File: src/rtl/smem_irq_defer_ctrl.sv
// Defers maskable IRQs while the PC runs inside the protected SW-Att region.
// Optional NMI pass/trap logic is enabled by SMEM_IRQ_DEFER_NMI_EN.
module smem_irq_defer_ctrl #(
  parameter logic [15:0] SMEM_BASE       = 16'hA000,
  parameter logic [15:0] SMEM_SIZE       = 16'h4000,
  parameter int unsigned NIRQ            = 14,
  parameter logic [3:0]  EXIT_DELAY      = 4'd4,
  parameter logic [23:0] MAX_SMEM_CYCLES = 24'hFFFFFF,
  parameter logic [15:0] RESET_HANDLER   = 16'hFFFE
) (
  input  logic            clk,
  input  logic            reset_n,
  input  logic [15:0]     pc,
  input  logic [NIRQ-1:0] irq_in,
  input  logic [NIRQ-1:0] irq_acc,
`ifdef SMEM_IRQ_DEFER_NMI_EN
  input  logic            nmi_in,
  output logic            nmi_out,
`endif
  output logic [NIRQ-1:0] irq_out,
  output logic            smem_active,
  output logic            pend_any,
  output logic            wdg_reset
);

  localparam logic [15:0] LAST = SMEM_BASE + SMEM_SIZE - 16'd2;

  typedef enum logic [1:0] {
    S_OUT   = 2'd0,
    S_IN    = 2'd1,
    S_DRAIN = 2'd2
  } state_t;

  state_t          r_state, w_state_n;
  logic [NIRQ-1:0] r_pend, w_pend_n;
  logic [NIRQ-1:0] r_irq, w_irq_n;
  logic [3:0]      r_drain, w_drain_n;
  logic [23:0]     r_cyc, w_cyc_n;
  logic            r_wdg, w_wdg_n;
  logic            r_active, r_pend_any;
  logic            w_in;
  logic            w_nmi_n;
  logic            w_nmi_trap;

  assign w_in = (pc >= SMEM_BASE) && (pc <= LAST);

`ifdef SMEM_IRQ_DEFER_NMI_EN
  logic r_nmi;
  assign w_nmi_trap = nmi_in;
  assign nmi_out    = r_nmi;
`else
  assign w_nmi_trap = 1'b0;
`endif

  always_comb begin
    w_state_n = r_state;
    w_pend_n  = r_pend;
    w_drain_n = r_drain;
    w_cyc_n   = r_cyc;
    w_wdg_n   = r_wdg;
    w_irq_n   = '0;
    w_nmi_n   = 1'b0;
    if (r_wdg && (pc == RESET_HANDLER)) begin
      w_state_n = S_OUT;
      w_pend_n  = '0;
      w_drain_n = '0;
      w_cyc_n   = '0;
      w_wdg_n   = 1'b0;
    end else begin
      unique case (r_state)
        S_OUT: begin
          w_irq_n  = irq_in | r_pend;
          w_nmi_n  = w_nmi_trap;
          // a line still asserted re-arms itself, so ack cannot drop it
          w_pend_n = r_pend & ~(irq_acc & ~irq_in);
          if (w_in) begin
            w_state_n = S_IN;
            w_cyc_n   = '0;
          end
        end
        S_IN: begin
          w_pend_n = r_pend | irq_in;
          if (w_nmi_trap) w_wdg_n = 1'b1;
          if (!w_in) begin
            w_state_n = S_DRAIN;
            w_drain_n = EXIT_DELAY;
            w_cyc_n   = '0;
          end else begin
            if (r_cyc != MAX_SMEM_CYCLES) w_cyc_n = r_cyc + 24'd1;
            if (w_cyc_n == MAX_SMEM_CYCLES) w_wdg_n = 1'b1;
          end
        end
        S_DRAIN: begin
          w_pend_n = r_pend | irq_in;
          if (w_nmi_trap) w_wdg_n = 1'b1;
          if (w_in) begin
            w_state_n = S_IN;
            w_drain_n = '0;
            w_cyc_n   = '0;
          end else if (r_drain <= 4'd1) begin
            w_state_n = S_OUT;
            w_drain_n = '0;
          end else begin
            w_drain_n = r_drain - 4'd1;
          end
        end
        default: begin
          w_state_n = S_OUT;
        end
      endcase
    end
  end

  always_ff @(posedge clk or negedge reset_n) begin
    if (!reset_n) begin
      r_state    <= S_OUT;
      r_pend     <= '0;
      r_drain    <= '0;
      r_cyc      <= '0;
      r_wdg      <= 1'b0;
      r_irq      <= '0;
      r_active   <= 1'b0;
      r_pend_any <= 1'b0;
    end else begin
      r_state    <= w_state_n;
      r_pend     <= w_pend_n;
      r_drain    <= w_drain_n;
      r_cyc      <= w_cyc_n;
      r_wdg      <= w_wdg_n;
      r_irq      <= w_irq_n;
      r_active   <= (w_state_n != S_OUT);
      r_pend_any <= |w_pend_n;
    end
  end

`ifdef SMEM_IRQ_DEFER_NMI_EN
  always_ff @(posedge clk or negedge reset_n) begin
    if (!reset_n) r_nmi <= 1'b0;
    else          r_nmi <= w_nmi_n;
  end
`else
  logic w_unused;
  assign w_unused = w_nmi_n;
`endif

  assign irq_out     = r_irq;
  assign smem_active = r_active;
  assign pend_any    = r_pend_any;
  assign wdg_reset   = r_wdg;

endmodule

File: config.mk
export PLATFORM = sky130hd
export DESIGN_NAME = smem_irq_defer_ctrl
export DESIGN_NICKNAME = d
export VERILOG_FILES = /design/src/rtl/smem_irq_defer_ctrl.sv
export SDC_FILE = /design/constraint.sdc
export NUM_CORES = 1
export LEC_CHECK = 0
export BUFFER_PORTS_ARGS = -buffer_cell sky130_fd_sc_hd__buf_2
export CORE_MARGIN = 1.5
export CORE_UTILIZATION = 50
export CTS_BUF_LIST = sky130_fd_sc_hd__clkbuf_2
export CTS_CLUSTER_SIZE = 40
export DETAILED_ROUTE_END_ITERATION = 8
export GPL_TIMING_DRIVEN = 1
export PLACE_DENSITY = 0.72
export REMOVE_ABC_BUFFERS = 1
export SYNTH_ARGS = -nofsm -noshare
export SYNTH_HDL_FRONTEND = slang
export SYNTH_SLANG_ARGS = --single-unit
File: constraint.sdc
create_clock -name clk -period 2.7 [get_ports clk]
set_input_delay 0.54 -clock clk [delete_from_list [all_inputs] [get_ports clk]]
set_output_delay 0.54 -clock clk [all_outputs]
set_load 0.01 [all_outputs]
After elaboration in Yosys (flattened, before gate mapping)
Index checks and enable logic that the tools add are counted.
- register bits: 61
- latch bits: 0
- bits in writable memories: 0
- ROM bits: 0
- logic and storage cells: 67
- memories: 0
- add/subtract/negate cells: 2
- multiply operators: 0
- div/mod/pow operators: 0
- order comparisons: 3
- equality and inequality tests: 7
- shift-type cells: 0
- multiplexer cells: 27
- bitwise logic cells: 5
- reduce and logical (&&, ||, !) cells: 15
- operators by type and width (kind ; number):
    24-bit 2-to-1 mux ; 7
    24-bit one-hot mux with 2 select lines ; 1
    14-bit 2-to-1 mux ; 3
    14-bit bitwise AND ; 2
    14-bit NOT ; 2
    14-bit one-hot mux with 2 select lines ; 1
    24-bit by 1-bit adder with 24-bit output, second input constant ; 1
    24-bit equality test, second input constant ; 1
    24-bit inequality test, second input constant ; 1
    16-bit equality test, second input constant ; 1
    16-bit greater-or-equal comparator, second input constant ; 1
    16-bit <= comparator, second input constant ; 1
    4-bit 2-to-1 mux ; 4
    14-bit OR ; 1
    14-bit OR reduction ; 1
    2-bit 2-to-1 mux ; 5
    4-bit one-hot mux with 2 select lines ; 1
    2-bit nonzero test ; 4
    2-bit one-hot mux with 3 select lines ; 1
    3-bit nonzero test ; 2
    4-bit by 1-bit <= comparator with 1-bit output, second input constant ; 1
    1-bit 2-to-1 mux ; 4
    2-bit AND reduction ; 2
    2-bit OR reduction ; 2
    other kinds (8) ; 9

Depth between registers and ports, before layout
Gate-level depths: netlist of the first run.
- depth in word-level cells: 10
- depth in mapped cells: 9
- gate-level depth less buffers: 8

Worst setup path before layout of the first run
Ideal clock, no wire load.
- path type: reg2reg
- start point: reg r_cyc[0]
- end point: reg r_wdg (netlist: wdg_reset)
- arrival time: 2.350 ns
- data required time: 2.620 ns
- path slack: 0.270 ns
- stages on the path, launching flop included: 9
- clock period less this slack: 2.430 ns
- path through: dfrtp_1 > ha_1 > nand4_2 > or4_4 > buf_6 > nor2_8 > o2111ai_1 > or4_1 > o22ai_2
- cells in the longest elaborated chain, start to end: 8
- elaborated cells between the ends (all ways): 9
- those cells by class: add/sub (1); eq/ne (2); mux (4); reduce/logical (2)
- ends and longest elaborated chain (what ; RTL line ; text):
    start, declared ; 38 ; logic [23:0] r_cyc, w_cyc_n;
    start signal, assigned ; 128 ; r_cyc <= w_cyc_n;
    24-bit by 1-bit adder with 24-bit output / 24-bit inequality test (equally long branches) ; 89 ; if (r_cyc != MAX_SMEM_CYCLES) w_cyc_n = r_cyc + 24'd1;
    24-bit 2-to-1 mux (*) ; 89 ;
    24-bit 2-to-1 mux (*) ; 84 ; if (!w_in) begin
    24-bit 2-to-1 mux (*) ; 70 ; unique case (r_state)
    24-bit 2-to-1 mux (*) ; 63 ; if (r_wdg && (pc == RESET_HANDLER)) begin
    24-bit equality test (*) ; 90 ; if (w_cyc_n == MAX_SMEM_CYCLES) w_wdg_n = 1'b1;
    2-bit nonzero test (no source line) (*) ; -- ;
    3-bit AND reduction (no source line) (*) ; -- ;
    end signal, assigned ; 129 ; r_wdg <= w_wdg_n;
    end, declared ; 39 ; logic r_wdg, w_wdg_n;
Every way passes the cells marked *; elsewhere a longest branch is shown, timed or not. The select of a mux whose other input is x is not followed.
A chain may end at the register's enable or synchronous reset.

Worst setup path after layout of the first run
- start point: reg r_cyc[1]
- end point: reg r_wdg (netlist: wdg_reset)
Same word-level chain as after synthesis.

==> reports/results.ini, run 1 <==
[layout]
final_cell_mix = buf_2 (62), dfrtp_1 (61), o21ai_0 (38), nor2_1 (32), nand2_1 (31)
drive_above_1_share_pct = 22.5
diodes = 0
num-fill-cells = 606
post-route-util_pct = 61.2
final_common_cell = buf_2
syn2layout_area_growth_pct = 16.5
final_cells = 577
nNetsFinal = 530

[timing]
timing.final.crit_period_ns = 2.50
fin_worst_skew_ns = 0.0158
whs_ns = 0.275
setup_viol = 0
rsz0062_at_grt = no
finalMaxSlewViolations = 0
finalCritPeriodShare_pct = 92.4
relSlewSlack_pct = 28.9
layout_setup_ws_ns = 0.204
worstMarginPinSlew_ns = 1.06
hold_violations = 0
fmax_mhz = 401

[placed_design]
dp_hpwl_mm = 6.51
dpl_worst_slack_ns = 0.251
placed_cells = 561
portBuffers = 62
globalplace.congestion = 0.911

[floorplan]
die-area_mm2 = 0.00774
ios = 63
row_count = 30
start_util_pct = 52.5
fp.dieW_um = 88.0
die-height_um = 88.0
core-area_mm2 = 0.00687

[synth]
async_flop_share_pct = 100
yosys_warnings = 0
synth_area_mm2 = 0.00361
ys_seq_area_share_pct = 42.3
synthFlopType = dfrtp_1
ys_types = 60
synth-edff-count = 0
synth.avg_cell_area_um2 = 8.87
synthCells = 407
synth_seq_cells = 61

[drt]
wl_per_cell_um = 15.6
first_iter_violations = 251
vias = 3406
ant_nets = 0
drc = 0
viasPerCell = 5.90
first_pass_iters = 4
drt_wl_total_mm = 9.00

[worst_setup_path]
critPathLaunchType = flop
setup.worst_path.end = wdg_reset
path_max_fanout = 7
r2r-end = wdg_reset
cp-end-kind = flop
crit_required_ns = 3.12
crit_arrival_ns = 2.91
cp-startpoint = r_cyc[1]
r2r_slack_ns = 0.20
ff2ff_path_depth = 7
timing.rr.start = r_cyc[1]
worstSetupPathType = flop to flop

[cts]
numCtsBuffers = 9
htree_levels = 3
ctsRootBufferMaster = clkbuf_2
cts.sinks = 61
tritoncts = built
cts_buffer_depth = 2
cts.reportedPaths.clkPinSlew_ns = 0.19
insertion_delay_ns = 0.48

[pwr]
ir_worst_vdd_mv = 0.257
p_leak_uw = 0.00189
powerDensity_mw_per_mm2 = 728
finalPower_uw = 3060

[run]
drv_cap = 0

[grt]
antenna_found_initial = 0
grt_pass1_vias = 3359
track_usage_pct = 25.1
grt_pass1_wl_mm = 15.4
grt-ovfl-total = 0
grt_max_degree = 60

[status]
outcome = complete, no violations

[min_path]
hold_path.class = primary input to flop

-- final cells by class --
cell class | instances | area [um2] | area share, %
Multi-Input combinational cell | 312 | 1950 | 46.4
Clock inverter | 6 | 65.1 | 1.55
Sequential cell | 61 | 1530 | 36.3
Clock buffer | 9 | 45.0 | 1.07
Timing Repair Buffer | 80 | 448 | 10.7
Tap cell | 96 | 120 | 2.86
Inverter | 13 | 48.8 | 1.16
-- flip-flops by register name, indices dropped and copies added, names as in the netlist --
name and flops:
smem_active 1, r_pend 14, pend_any 1, r_drain 4, irq_out 14, r_state 2
wdg_reset 1, r_cyc 24
-- Yosys cell counts, types with 9 or more instances --
cell type / n / area (um2)
nand2_1: 31 / 116
nor2b_1: 17 / 106
dfrtp_1: 61 / 1530
o21a_1: 14 / 105
nor2_1: 32 / 120
a22oi_1: 17 / 128
or3_1: 9 / 56.3
o21ai_0: 38 / 190
nor3_1: 11 / 55.1
nand4_1: 10 / 62.6
inv_1: 13 / 48.8
nand3_1: 18 / 90.1
clkbuf_1: 17 / 63.8
a21oi_1: 18 / 90.1
-- through the flow --
stage | cell area [um2] | TNS, ns
finish | 4200 | 0
global route | 4200 | 0
CTS | 4200 | 0
detailed placement | 4080 | 0
global placement | 4080 | 0
floorplan | 3520 | -1.86
-- timing repair --
action,CTS,global route
setup buffers,0,0
hold buffers,1,0
resized for setup,0,0
endpoints found under the hold margin,2,0
-- how the worst min path moves through the flow --
| stage | startpoint | end | slack [ns] | depth (start not counted) |
|---|---|---|---|---|
| 2_1_floorplan | reset_n | irq_out[0] | 0.24 | 0 |
| 3_3_place_gp | reset_n | irq_out[10] | 0.33 | 1 |
| 3_5_place_dp | reset_n | irq_out[10] | 0.34 | 1 |
| 4_1_cts | irq_in[10] | irq_out[10] | 0.24 | 2 |
| 5_1_grt | irq_in[7] | irq_out[7] | 0.25 | 2 |
| 6_report | irq_in[10] | irq_out[10] | 0.27 | 2 |
-- cell families after synthesis --
group | after synthesis | synth area share [%]
AND/OR/NAND/NOR | 168 | 25.9
AO/OA/AOI/OAI | 129 | 23.6
flip-flops | 61 | 42.3
buffers and inverters | 34 | 3.78
XOR/XNOR | 7 | 1.70
adder cells (fa/ha/maj) | 7 | 2.43
multiplexers | 1 | 0.277
-- routing by layer --
metal  part of all wire (%)  GRT usage [%]
met5                      0              0
met4                    1.8           9.96
met1                     45           33.1
met3                    6.1           3.96
met2                     47           41.5
-- power by group --
| part | leakage, uW | switching (uW) | total (uW) | internal, uW |
|---|---|---|---|---|
| sequential | 0.000784 | 109 | 1270 | 1160 |
| combinational | 0.00105 | 721 | 1240 | 515 |
| clock | 0.0000560 | 350 | 555 | 205 |
-- worst max-delay path, cell delays in order (launching register included) --
cell and delay, ns:
dfrtp_1 0.46, ha_1 0.33, nand4_2 0.19, or4_4 0.60, nor2_8 0.13, o2111ai_1 0.12
or4_1 0.53, o22ai_2 0.10
No activity file was read; power rests on OpenSTA's default activity.
==> run 2: changes to the inputs <==
--- a/config.mk
+++ b/config.mk
@@ -5,6 +5,7 @@
 export SDC_FILE = /design/constraint.sdc
 export NUM_CORES = 1
 export LEC_CHECK = 0
+export ABC_AREA = 1
 export BUFFER_PORTS_ARGS = -buffer_cell sky130_fd_sc_hd__buf_2
 export CORE_MARGIN = 1.5
 export CORE_UTILIZATION = 50
==> run 2 against run 1 <==
  * Fmax rose by 6.3%
  * Global-route usage rose by 0.28 points
  * Die area rose by 0.34%
  * Hold slack improved by 0.031 ns
  * Core utilization fell by 1.2 points
  * Via count rose by 4.5%
  * First-iteration DRC count fell by 6.4%
==> reports/results.ini, run 2 <==
[worst_setup_path]
r2r-end = wdg_reset
cpMaxStageDelayCell = dfrtp_1
crit_top_cell = nand2_1
cp-end-kind = flop
r2r_slack_ns = 0.35  ; +0.15 ns
crit_arrival_ns = 2.75  ; -0.16 ns
path_cells = ha_1, nand3_2, inv_2, nand2_4, nor2_4, nand2_2, o21ai_0, nand2_1, nor2_1, nand2_1, nor2_1, nand2_1, a21oi_2
critPathLaunchType = flop
ff2ff_path_depth = 13  ; +6
cp.buffers_inverters = 1  ; +1
timing.rr.start = r_cyc[0]
max_stage_delay_ns = 0.45  ; -0.15 ns
worstSetupPathType = flop to flop
path_max_fanout = 22  ; +15
cp_top_family = simple AND/OR/NAND/NOR gates
crit_required_ns = 3.10  ; -0.02 ns

[layout]
nNetsFinal = 637  ; +20%
syn2layout_area_growth_pct = 14.4
final_cells = 685  ; +19%
num-fill-cells = 701  ; +16%
diodes = 0  ; unchanged
regMostFlops = r_cyc
post-route-util_pct = 60.0  ; -1.2 points
final_cell_mix = nand2_1 (127), nor2_1 (99), inv_1 (67), buf_2 (62), dfrtp_1 (61)
drive_above_1_share_pct = 16.5  ; -6.0 points
final_common_cell = nand2_1
largest_reg_flops = 24  ; unchanged

[synth]
yosys_warnings = 0  ; unchanged
ys_types = 31  ; -48%
synth_commonest_cells = nand2_1 (127), nor2_1 (99), inv_1 (67)
synth_area_mm2 = 0.00362  ; +0.35%
synth_top_area_share_pct = 42.2  ; -0.15 points
synth_top_cell_by_area = dfrtp_1
synth_area_leaders = dfrtp_1 (42%), nand2_1 (13%), nor2_1 (10%)
synthFlopType = dfrtp_1
synth_most_common_cell = nand2_1
synthCells = 515  ; +27%
async_flop_share_pct = 100  ; unchanged
synth-edff-count = 0  ; unchanged
ys_seq_area_share_pct = 42.2  ; -0.15 points
synth_seq_cells = 61  ; unchanged
synth.avg_cell_area_um2 = 7.03  ; -21%

[cts]
cts_buffer_depth = 2  ; unchanged
post_cts_buffers = 0  ; unchanged
tritoncts = built
htree_levels = 3  ; unchanged
numCtsBuffers = 9  ; unchanged
cts.sinks = 61  ; unchanged
cts.reportedPaths.clkPinSlew_ns = 0.19  ; about the same
insertion_delay_ns = 0.47  ; about the same
ctsRootBufferMaster = clkbuf_2

[timing]
timing.final.crit_period_ns = 2.35  ; -0.147 ns
tns_ns = 0  ; unchanged
setup_viol = 0  ; unchanged
rsz0062_at_grt = no
finalCritPeriodShare_pct = 87.0  ; -5.4 points
worstMarginPinSlew_ns = 0.603  ; -0.460 ns
finalMaxSlewViolations = 0  ; unchanged
fin_worst_skew_ns = 0.0322  ; +0.0164 ns
fmax_mhz = 426  ; +6.3%
hold_violations = 0  ; unchanged
relSlewSlack_pct = 59.8  ; +31 points

[drt]
first_pass_iters = 5  ; +1
vias = 3560  ; +4.5%
first_iter_violations = 235  ; -6.4%
ant_nets = 0  ; unchanged
wl_per_cell_um = 13.3  ; -15%
viasPerCell = 5.20  ; -12%
drt_wl_total_mm = 9.10  ; +1.1%
drc = 0  ; unchanged

[grt]
grt-ovfl-total = 0  ; unchanged
top_usage_layer = met2
met1_usage_pct = 36.0  ; +2.9 points
grt_max_degree = 24  ; -60%
grtUsageMet3_pct = 3.86  ; -0.094 points
grt_pass1_wl_mm = 15.0  ; -2.2%
grt_pass1_vias = 3281  ; -2.3%
track_usage_pct = 25.4  ; +0.28 points
antenna_found_initial = 0  ; unchanged
grtUsageMet2_pct = 40.1  ; -1.4 points

[min_path]
holdPathEnd = irq_out[0]
min-delay-start = irq_in[0]
hold_depth = 3  ; +1
hold_path.class = primary input to flop

[pwr]
ir_worst_vdd_mv = 0.456  ; +77%
combPwrFrac_pct = 42.1  ; +1.7 points
pwr-share-clk_pct = 15.7  ; -2.4 points
p_sw_share_pct = 42.0  ; +3.4 points
powerDensity_mw_per_mm2 = 732  ; +0.54%
p_leak_uw = 0.00207  ; +9.9%
seqPwrFrac_pct = 42.2  ; +0.7 points
power.internal_uw = 1760  ; -6.4%
p_switching_uw = 1270  ; +7.8%

[floorplan]
row_count = 30  ; unchanged
start_util_pct = 52.4  ; -0.10 points
ios = 63  ; unchanged
die-height_um = 88.1  ; +0.17%
die-area_mm2 = 0.00776  ; +0.34%
core-area_mm2 = 0.00691  ; +0.55%
fp.dieW_um = 88.1  ; +0.17%

[placed_design]
globalplace.congestion = 0.946  ; +3.8%
dp_hpwl_mm = 6.92  ; +6.2%
placed_cells = 668  ; +19%
portBuffers = 62  ; unchanged

[run]
drv_cap = 0  ; unchanged

[status]
outcome = complete, no violations

[run 2: power groups by stage]
stage | Combinational [uW] | Clock [uW] | Sequential [uW]
detailed placement | 1280 | 0 | 1300
finish | 1280 | 476 | 1280
floorplan | 788 | 0 | 1340
global placement | 1240 | 0 | 1290
CTS | 1280 | 490 | 1280
global route | 1470 | 537 | 1310
[run 2: metrics by stage]
| step | setup WS, ns | cell area (um2) | total power, uW | hold WS (ns) |
|---|---|---|---|---|
| 2_1_floorplan | 0.426 | 3570 | 2130 | 0.244 |
| 3_3_place_gp | 0.423 | 4040 | 2540 | 0.503 |
| 3_5_place_dp | 0.436 | 4040 | 2570 | 0.509 |
| 4_1_cts | 0.367 | 4140 | 3050 | 0.274 |
| 5_1_grt | 0.103 | 4140 | 3310 | 0.263 |
| 6_report | 0.351 | 4140 | 3030 | 0.305 |
[run 2: cell type report]
cell class / instances / area [um2] / area share [%]
clock buffer: 11 / 55.1 / 1.33
multi-input combinational: 373 / 1780 / 42.9
timing repair buffer: 69 / 365 / 8.82
sequential: 61 / 1530 / 36.8
inverter: 70 / 263 / 6.34
tap: 96 / 120 / 2.90
clock inverter: 5 / 36.3 / 0.876
[run 2: what timing repair did]
action	in CTS	in global routing
endpoints found under the hold margin	6	0
gates resized for setup	0	0
hold buffers	1	0
[run 2: how the worst max path moves through the flow]
stage | depth (start not counted) | startpoint | endpoint | slack, ns
final | 13 | r_cyc[0] | wdg_reset | 0.35
after global routing | 13 | r_cyc[0] | wdg_reset | 0.10
after CTS | 13 | r_cyc[0] | wdg_reset | 0.37
after detailed placement | 13 | r_cyc[0] | wdg_reset | 0.44
after global placement | 11 | pc[11] | pend_any | 0.42
after floorplan | 8 | pc[11] | r_cyc[4] | 0.43
[run 2: kinds of logic (layout without fill, tap and decap cells)]
group,count (synthesis),after routing,share of synthesized area [%]
flops,61,61,42.2
buf+inv,81,155,8.78
simple gates,267,267,30.0
xor+xnor,11,11,2.66
fa+ha+maj,7,7,2.42
compound gates,88,88,14.0
[run 2: routing by layer]
metal  share of wire (%)  up-vias
met2                  45      123
met5                   0        -
li1                    -     1773
met4                 1.3        0
met1                  48     1651
met3                 5.6       13
[run 2: worst reg2reg max path, cell delays in order, from the launching register on]
cell,delay [ns]
dfrtp_1,0.45
ha_1,0.27
nand3_2,0.16
inv_2,0.13
nand2_4,0.07
nor2_4,0.13
nand2_2,0.27
o21ai_0,0.31
nand2_1,0.08
nor2_1,0.10
nand2_1,0.05
nor2_1,0.09
nand2_1,0.07
a21oi_2,0.11
==> run 3: changes to the inputs <==
--- a/config.mk
+++ b/config.mk
@@ -13,8 +13,9 @@
 export CTS_CLUSTER_SIZE = 40
 export DETAILED_ROUTE_END_ITERATION = 8
 export GPL_TIMING_DRIVEN = 1
-export PLACE_DENSITY = 0.72
+export PLACE_DENSITY = 0.75
 export REMOVE_ABC_BUFFERS = 1
 export SYNTH_ARGS = -nofsm -noshare
 export SYNTH_HDL_FRONTEND = slang
 export SYNTH_SLANG_ARGS = --single-unit
+export TNS_END_PERCENT = 100
==> constraint.sdc (replaced) <==
create_clock -name clk -period 1.95 [get_ports clk]
set_input_delay 0.39 -clock clk [delete_from_list [all_inputs] [get_ports clk]]
set_output_delay 0.39 -clock clk [all_outputs]
set_load 0.01 [all_outputs]
==> run 3 against run 2 <==
  * The flow now finishes with violations (setup timing)
  * Sequential power rose by 38%
  * Clock skew decreased by 0.016 ns
  * Register-to-register slack worse by 0.36 ns
  * Critical endpoint unchanged
==> reports/results.ini, run 3 (synthesis gave the netlist of run 2 again) <==
[status]
outcome = finished with violations
violations = setup timing

[layout]
final_cells = 743  ; +8.5%
drive_above_1_share_pct = 32.3  ; +16 points
diodes = 0  ; unchanged
syn2layout_area_growth_pct = 34.3
largest_reg_flops = 24  ; unchanged
nNetsFinal = 695  ; +9.1%
final_cell_mix = nand2_1 (109), nor2_1 (81), inv_1 (62), buf_2 (62), dfrtp_1 (61)
num-fill-cells = 598  ; -15%
regMostFlops = r_cyc
final_common_cell = nand2_1

[worst_setup_path]
max_stage_delay_ns = 0.42  ; -0.03 ns
crit_required_ns = 2.42  ; -0.68 ns
cp-startpoint = r_cyc[0]
crit_arrival_ns = 2.43  ; -0.32 ns
path_cells = ha_2, nand3_2, inv_2, nand2_4, nor2_4, nand2_4, buf_8, nand2_4, nand2_4, nor2_4, nand2_2, nor2_4, nand2_2, a21oi_2
worstSetupPathType = flop to flop
r2r_slack_ns = -0.007  ; -0.36 ns
timing.rr.start = r_cyc[0]
cp-end-kind = flop
crit_top_cell = nand2_4
critPathLaunchType = flop
cpMaxStageDelayCell = dfrtp_1
path_max_fanout = 7  ; -68%

[timing]
timing.final.crit_period_ns = 1.96  ; -0.392 ns
layout_setup_ws_ns = -0.00668  ; -0.358 ns
finalMaxSlewViolations = 0  ; unchanged
fmax_mhz = 511  ; +20%
finalCritPeriodShare_pct = 100  ; +13 points
relSlewSlack_pct = 76.7  ; +17 points
worstMarginPinSlew_ns = 0.348  ; -0.255 ns
setup_viol = 1  ; +1
fin_worst_skew_ns = 0.0166  ; -0.0156 ns
rsz0062_at_grt = yes
whs_ns = 0.0869  ; -0.218 ns
hold_violations = 0  ; unchanged
tns_ns = -0.00668  ; -0.00668 ns

[cts]
cts_buffer_depth = 2  ; unchanged
numCtsBuffers = 9  ; unchanged
tritoncts = built
cts.reportedPaths.clkPinSlew_ns = 0.21  ; +0.02 ns
insertion_delay_ns = 0.54  ; +0.07 ns
ctsRootBufferMaster = clkbuf_2
htree_levels = 3  ; unchanged
cts.sinks = 61  ; unchanged

[min_path]
hold_path.class = primary input to flop
min-delay-start = irq_in[11]

[grt]
antenna_found_initial = 0  ; unchanged
grt_pass1_wl_mm = 16.4  ; +9.2%
track_usage_pct = 27.7  ; +2.3 points
grt_max_degree = 62  ; +160%
grt_pass1_vias = 3662  ; +12%
grt-ovfl-total = 0  ; unchanged

[pwr]
pwr-share-clk_pct = 15.3  ; -0.4 points
seqPwrFrac_pct = 37.5  ; -4.7 points
powerDensity_mw_per_mm2 = 971  ; +33%
combPwrFrac_pct = 47.2  ; +5.1 points
p_sw_share_pct = 42.2  ; +0.24 points
ir_worst_vdd_mv = 0.851  ; +87%
p_switching_uw = 1990  ; +57%
p_leak_uw = 0.00245  ; +18%
power.internal_uw = 2730  ; +55%

[floorplan]
fp.dieW_um = 88.1  ; unchanged
row_count = 30  ; unchanged
start_util_pct = 52.4  ; unchanged
core-area_mm2 = 0.00691  ; unchanged
die-area_mm2 = 0.00776  ; unchanged
ios = 63  ; unchanged
die-height_um = 88.1  ; unchanged

[run]
drv_cap = 0  ; unchanged

[drt]
drt_wl_total_mm = 10.3  ; +13%
wl_per_cell_um = 13.9  ; +4.6%
first_pass_iters = 5  ; unchanged
vias = 3816  ; +7.2%
drc = 0  ; unchanged
first_iter_violations = 285  ; +21%
viasPerCell = 5.14  ; -1.2%
ant_nets = 0  ; unchanged

[placed_design]
portBuffers = 62  ; unchanged
placed_cells = 722  ; +8.1%
globalplace.congestion = 0.898  ; -5.1%
dp_hpwl_mm = 7.44  ; +7.5%

==> run 3: changes by cell type in the layout (fill, tap and decap cells not counted), moves of 4 or more <==
cell     delta
o21ai_0     -9
nor2_1     -18
nand2_1    -18
nor2_4      +6
inv_1       -5
a21oi_1     -4
buf_4      +51
nor2_2     +12
inv_2       +4
nand2_2    +11
nand2_4     +7
o21ai_1     +6
==> run 3: timing repair <==
item	in CTS	in global routing
hold endpoints to repair	61	0
hold buffers	1	0
pin swaps	0	18
cloned	0	0
setup buffers	0	4
resized for setup	5	81
endpoints found under the setup margin	3	22
==> run 3: final cells by class <==
class / instances / area (um2) / share of cell area (%)
Timing Repair Buffer: 127 / 861 / 17.7
Inverter: 70 / 270 / 5.56
Clock inverter: 7 / 51.3 / 1.05
Clock buffer: 9 / 45.0 / 0.926
Multi-Input combinational cell: 373 / 1990 / 40.9
Tap cell: 96 / 120 / 2.47
Sequential cell: 61 / 1530 / 31.4
==> run 3: power groups by stage <==
stage | registers (uW) | logic, uW | clock network (uW)
after floorplan | 1860 | 1090 | 0
after global placement | 1780 | 2010 | 0
after detailed placement | 1790 | 2070 | 0
after CTS | 1770 | 2090 | 721
after global routing | 1810 | 2490 | 772
final | 1770 | 2230 | 723
==> run 3: routing by layer <==
metal / global-route usage, % / part of all wire (%) / vias up
li1: - / - / 1899
met1: 37.6 / 45 / 1787
met2: 43.3 / 47 / 110
met3: 4.24 / 5.5 / 20
met4: 13.8 / 2.3 / 0
met5: 0 / 0 / -
==> run 3: metrics by stage <==
stage / setup WS, ns / cell area, um2 / utilization (%) / power (uW)
6_report: -0.00668 / 4860 / 70.4 / 4730
5_1_grt: -0.116 / 4860 / 70.4 / 5070
3_3_place_gp: 0.00448 / 4480 / 64.9 / 3790
3_5_place_dp: -0.0498 / 4480 / 64.9 / 3860
4_1_cts: 0.00425 / 4600 / 66.6 / 4580
2_1_floorplan: -0.174 / 3570 / - / 2950
==> run 3: path summary, 6_finish.rpt <==
path	endpoint	cells after the start
min in group asynchronous	r_pend[2]	3
setup reg to reg	wdg_reset	14
max in group asynchronous	irq_out[4]	3
setup / recovery	wdg_reset	14
hold reg to reg	irq_out[10]	2
hold / removal	irq_out[11]	3
==> run 3: worst max-delay path, delay by kind of cell (launching register included) <==
kind / cells / cell delay [ns]
simple gates: 10 / 0.89
buf+inv: 2 / 0.27
fa+ha+maj: 1 / 0.20
compound gates: 1 / 0.12
flops: 1 / 0.42
